<file path="config.mk">
export PLATFORM = sky130hd
export DESIGN_NAME = dot_product_accumulator
export DESIGN_NICKNAME = d
export VERILOG_FILES = /design/src/rtl/dot_product_accumulator.sv
export SDC_FILE = /design/constraint.sdc
export NUM_CORES = 1
export LEC_CHECK = 0
export CAP_MARGIN = 20
export CORE_ASPECT_RATIO = 1.2
export CORE_MARGIN = 2
export CORE_UTILIZATION = 54
export CTS_CLUSTER_DIAMETER = 200
export DETAILED_ROUTE_END_ITERATION = 12
export PLACE_DENSITY = 0.8
export SYNTH_ARGS = -nofsm -noshare
export SYNTH_HDL_FRONTEND = slang
export SYNTH_SLANG_ARGS = --single-unit
</file>
<file path="constraint.sdc">
create_clock -name clk -period 3.05 [get_ports clk]
set_clock_uncertainty 0.2 [all_clocks]
set_input_delay 0.915 -clock clk [delete_from_list [all_inputs] [get_ports clk]]
set_output_delay 0.915 -clock clk [all_outputs]
set_load 0.05 [all_outputs]
</file>
<file path="src/rtl/dot_product_accumulator.sv">
// Purpose: sums every K signed products into one GEMV dot-product term, tagged with a wrapping row index.
// Latency: out_valid rises one cycle after the K-th product is accepted.
// Backpressure: only the K-th term stalls (in_ready low) while the one-entry output buffer is full and not draining.
module dot_product_accumulator #(
   parameter int PW   = 22,
   parameter int K    = 8,
   parameter int ROWS = 4
) (
   input  logic                          clk,
   input  logic                          rst,
   input  logic                          in_valid,
   input  logic signed [PW-1:0]          in_prod,
   output logic                          in_ready,
   input  logic                          flush,
   output logic                          out_valid,
   input  logic                          out_ready,
   output logic signed [PW+$clog2(K)-1:0] out_sum,
   output logic [$clog2(ROWS):0]         out_row,
   output logic                          out_last,
   output logic                          busy
);

   localparam int AW = PW + $clog2(K);
   localparam int CW = $clog2(K);
   localparam int RW = $clog2(ROWS) + 1;
   localparam logic [CW-1:0] CNT_LAST = CW'(K - 1);
   localparam logic [CW-1:0] CNT_ONE  = CW'(1);
   localparam logic [RW-1:0] ROW_LAST = RW'(ROWS - 1);
   localparam logic [RW-1:0] ROW_ONE  = RW'(1);

   logic signed [AW-1:0] acc_q, acc_d;
   logic [CW-1:0]        cnt_q, cnt_d;
   logic [RW-1:0]        row_q, row_d;
   logic signed [AW-1:0] out_sum_q, out_sum_d;
   logic [RW-1:0]        out_row_q, out_row_d;
   logic                 out_last_q, out_last_d;
   logic                 out_valid_q, out_valid_d;

   logic signed [AW-1:0] prod_ext;
   logic                 accept;

   // Widen the product with its sign bit; AW leaves headroom for K terms, so the sum never wraps.
   assign prod_ext = {{(AW - PW){in_prod[PW-1]}}, in_prod};

   // The final term may only land if the buffer is empty or being drained in this same cycle.
   assign in_ready = !((cnt_q == CNT_LAST) && out_valid_q && !out_ready);
   assign accept   = in_valid && in_ready;

   assign out_valid = out_valid_q;
   assign out_sum   = out_sum_q;
   assign out_row   = out_row_q;
   assign out_last  = out_last_q;
   assign busy      = (cnt_q != '0);

   // Next-state: drain the buffer, then apply flush (which wins) or the accepted product.
   always_comb begin
      acc_d       = acc_q;
      cnt_d       = cnt_q;
      row_d       = row_q;
      out_sum_d   = out_sum_q;
      out_row_d   = out_row_q;
      out_last_d  = out_last_q;
      out_valid_d = out_valid_q;

      if (out_valid_q && out_ready) begin
         out_valid_d = 1'b0;
      end

      if (flush) begin
         acc_d = '0;
         cnt_d = '0;
      end else if (accept) begin
         if (cnt_q == '0) begin
            acc_d = prod_ext;
            cnt_d = CNT_ONE;
         end else if (cnt_q != CNT_LAST) begin
            acc_d = acc_q + prod_ext;
            cnt_d = cnt_q + CNT_ONE;
         end else begin
            // A load in the same cycle as a drain replaces the old result with no bubble.
            out_sum_d   = acc_q + prod_ext;
            out_row_d   = row_q;
            out_last_d  = (row_q == ROW_LAST);
            out_valid_d = 1'b1;
            cnt_d       = '0;
            row_d       = (row_q == ROW_LAST) ? '0 : row_q + ROW_ONE;
         end
      end
   end

   // State registers; reset throws away any partial sum and pending result.
   always_ff @(posedge clk or posedge rst) begin
      if (rst) begin
         acc_q       <= '0;
         cnt_q       <= '0;
         row_q       <= '0;
         out_sum_q   <= '0;
         out_row_q   <= '0;
         out_last_q  <= 1'b0;
         out_valid_q <= 1'b0;
      end else begin
         acc_q       <= acc_d;
         cnt_q       <= cnt_d;
         row_q       <= row_d;
         out_sum_q   <= out_sum_d;
         out_row_q   <= out_row_d;
         out_last_q  <= out_last_d;
         out_valid_q <= out_valid_d;
      end
   end

endmodule

</file>
==> impl_metrics.env <==
export IMPL_antennaDiodeCount=0
export IMPL_clock_path_buffers=2
export IMPL_fin_setup_tns_ns=-0.0483
export IMPL_r2r_cells=10
export IMPL_min_period_ns=3.09
export IMPL_rsz0062_at_grt="true"
export IMPL_synth_common_cells="nand2_1, dfrtp_1, o21ai_0"
export IMPL_routed_wl_microns=13000
export IMPL_syn_area_per_cell_sq_um=9.00
export IMPL_worstReg2RegStart="acc_q[13]"
export IMPL_htreeDepth=3
export IMPL_power_mw=2.82
export IMPL_holdPathStages=2
export IMPL_grt_pass1_wl_microns=19300
export IMPL_grt_max_degree=62
export IMPL_synth_adder_area_share=0.0977
export IMPL_startpoint_type="primary input"
export IMPL_gp_congestion=0.904
export IMPL_dr_wl_met3_microns=898
export IMPL_nNetsFinal=625
export IMPL_synth_cells=421
export IMPL_holdWs_ns=0.278
export IMPL_seq_area_frac_synth=0.403
export IMPL_max_slew_margin=0.656
export IMPL_violations="setup timing"
export IMPL_worst_path_max_delay_cell="a2111oi_4"
export IMPL_cap_violations=0
export IMPL_cts_hold_buf=0
export IMPL_met2_length_microns=6830
export IMPL_place_area_sq_um=5210
export IMPL_cts_tree="built"
export IMPL_min_from="out_sum[11]"
export IMPL_synth_xor_area_share=0.0485
export IMPL_syn_area_sq_um=3790
export IMPL_io_buffers=58
export IMPL_clk_latency_ns=0.34
export IMPL_synth_nets=477
export IMPL_fp_dieW_microns=80.5
export IMPL_tightest_slew_ns=0.514
export IMPL_synthTopCellsByArea="dfrtp_1, ha_1, nand2_1"
export IMPL_dr_first_iter_drc_count=367
export IMPL_status="finished with violations"
export IMPL_cts_reportedPaths_clkPinSlew_ns=0.08
export IMPL_path_max_fanout=3
export IMPL_yosysMostFrequentCell="nand2_1"
export IMPL_yosysUniqueCellTypes=54
export IMPL_vias_per_cell=6.11
export IMPL_dieArea_sq_um=7710
export IMPL_antenna_found_initial=0
export IMPL_cts_made_buffers=9
export IMPL_setup_slack_ns=-0.0419
export IMPL_critical_path_required_ns=3.08
export IMPL_core_sq_um=6810
export IMPL_period_share=1.01
export IMPL_ir_drop_mv=0.334
export IMPL_vias=4032
export IMPL_finalMaxSlewViolations=0
export IMPL_synth_seq_cells=61
export IMPL_firstDrtPassIters=5
export IMPL_grt_overflow=0
export IMPL_met1Wirelength_microns=4710
export IMPL_yosys_area_share_simple=0.171
export IMPL_fin_util=0.834
export IMPL_drc_errors=0
export IMPL_dp_hpwl_microns=7780
export IMPL_die_h_microns=95.8
export IMPL_hold_viol=0
export IMPL_wl_per_cell_microns=19.7
export IMPL_clock_sinks=61
export IMPL_synth_top_area_frac=0.403
export IMPL_p_leak_nw=2.72
export IMPL_hp_class="reg2reg"
export IMPL_setup_viol=2
export IMPL_ys_flop_type="dfrtp_1"
export IMPL_clockRootBuffer="clkbuf_8"
export IMPL_synth_edf_count=0
export IMPL_synthMuxAreaShare=0.0350
export IMPL_path_class="in2reg"
export IMPL_rows=33
export IMPL_slowest_delay_ns=0.42
export IMPL_async_flop_share=1.00
export IMPL_postRouteAntennaNets=0
export IMPL_powerDensity_nw_per_um2=496
export IMPL_yosysWarnings=0
export IMPL_synth_compound_area_frac=0.213
export IMPL_drive_gt1_frac=0.321
export IMPL_critPathArrivalTime_ns=3.12
export IMPL_worst_setup_path_end_kind="register"
export IMPL_stdcell_area_sq_um=5680
export IMPL_synth_top_family_by_area="compound AO/OA/AOI/OAI gates"
export IMPL_top_layer="met4"
export IMPL_critPathLaunch="in_prod[15]"
export IMPL_yosysTopAreaCell="dfrtp_1"
export IMPL_io_pins=59
export IMPL_grt_pass1_vias=3982
export IMPL_start_util=0.556
export IMPL_area_growth_pct=49.9
export IMPL_crit_chain="clkdlybuf4s15_1 > ha_4 > nand2_2 > a21oi_1 > a221o_1 > a211oi_2 > o21ai_2 > a2111oi_4 > buf_4 > nor4_1 > nand3b_1"
export IMPL_fmax_mhz=323
export IMPL_track_usage=0.331
-- state kept, by name, indices dropped and copies added (netlist names) --
register   cells
acc_q         25
cnt_q          3
out_last       1
out_row        3
out_sum       25
out_valid      1
row_q          3
-- cell usage in the layout (no fill, tap or decap), drive strengths merged, types with 3 or more instances in the layout --
master / instances
and3: 9
o21ai: 36
and2: 3
ha: 28
clkbuf: 12
o31ai: 5
dfrtp: 61
nor3: 7
o21bai: 5
a21o: 11
clkdlybuf4s50: 38
a32oi: 4
mux2i: 11
nor2: 19
a221o: 6
buf: 104
xnor2: 16
a211oi: 6
dlygate4sd2: 4
xor2: 5
nand2: 91
a31oi: 4
a21oi: 29
nand3: 4
nand2b: 3
inv: 17
-- power by group --
| part | total (mW) | internal, mW | switching (mW) |
|---|---|---|---|
| registers | 0.911 | 0.861 | 0.0496 |
| logic | 1.11 | 0.539 | 0.572 |
| clock network | 0.798 | 0.455 | 0.342 |
| total | 2.82 | 1.86 | 0.964 |
-- worst paths after layout --
kind	end	slack, ns
max	acc_q[24]	-0.04
min	out_sum[11]	0.28
max reg2reg	acc_q[24]	0.18
min reg2reg	out_sum[11]	0.28
max in group asynchronous	out_sum[15]	1.62
min in group asynchronous	out_last	0.74
-- final cells by class --
cell class,count,area (sq um)
Clock buffer,9,124
Clock inverter,6,88.8
Fill cell,383,1130
Inverter,17,63.8
Multi-Input combinational cell,330,2510
Sequential cell,61,1530
Tap cell,87,109
Timing Repair Buffer,150,1260
-- worst max-delay path: cells and delay by family --
kind | cells | cell delay, ns
and+or+nand+nor | 3 | 0.27
AOI/OAI and AO/OA | 5 | 1.22
buffers and inverters | 2 | 0.44
adders and majority gates | 1 | 0.28
-- per-layer routing --
metal | global-route usage | vias up
li1 | - | 1790
met1 | 0.373 | 1945
met4 | 0.148 | 0
met3 | 0.0741 | 65
met2 | 0.597 | 232
met5 | 0 | -
-- cell families after synthesis --
logic type,Yosys count
AO/OA/AOI/OAI,120
XOR/XNOR,21
flip-flops,61
adder cells (fa/ha/maj),29
multiplexers,13
AND/OR/NAND/NOR,147
buffers and inverters,30
-- per-stage QoR --
| stage | worst slack (ns) | std cells |
|---|---|---|
| 4_1_cts | 0.00341 | 658 |
| 6_report | -0.0419 | 660 |
| 3_5_place_dp | -0.764 | 637 |
| 2_1_floorplan | -0.112 | 421 |
| 3_3_place_gp | -0.701 | 637 |
| 5_1_grt | -0.0785 | 660 |
-- repair_timing --
action                                  in CTS  in global routing
endpoints found under the setup margin      32                 19
gates resized for setup                     68                 37
pin swaps                                   28                 31
buffers inserted                             6                  2
Note: power is estimated with default switching activity, not from simulation.
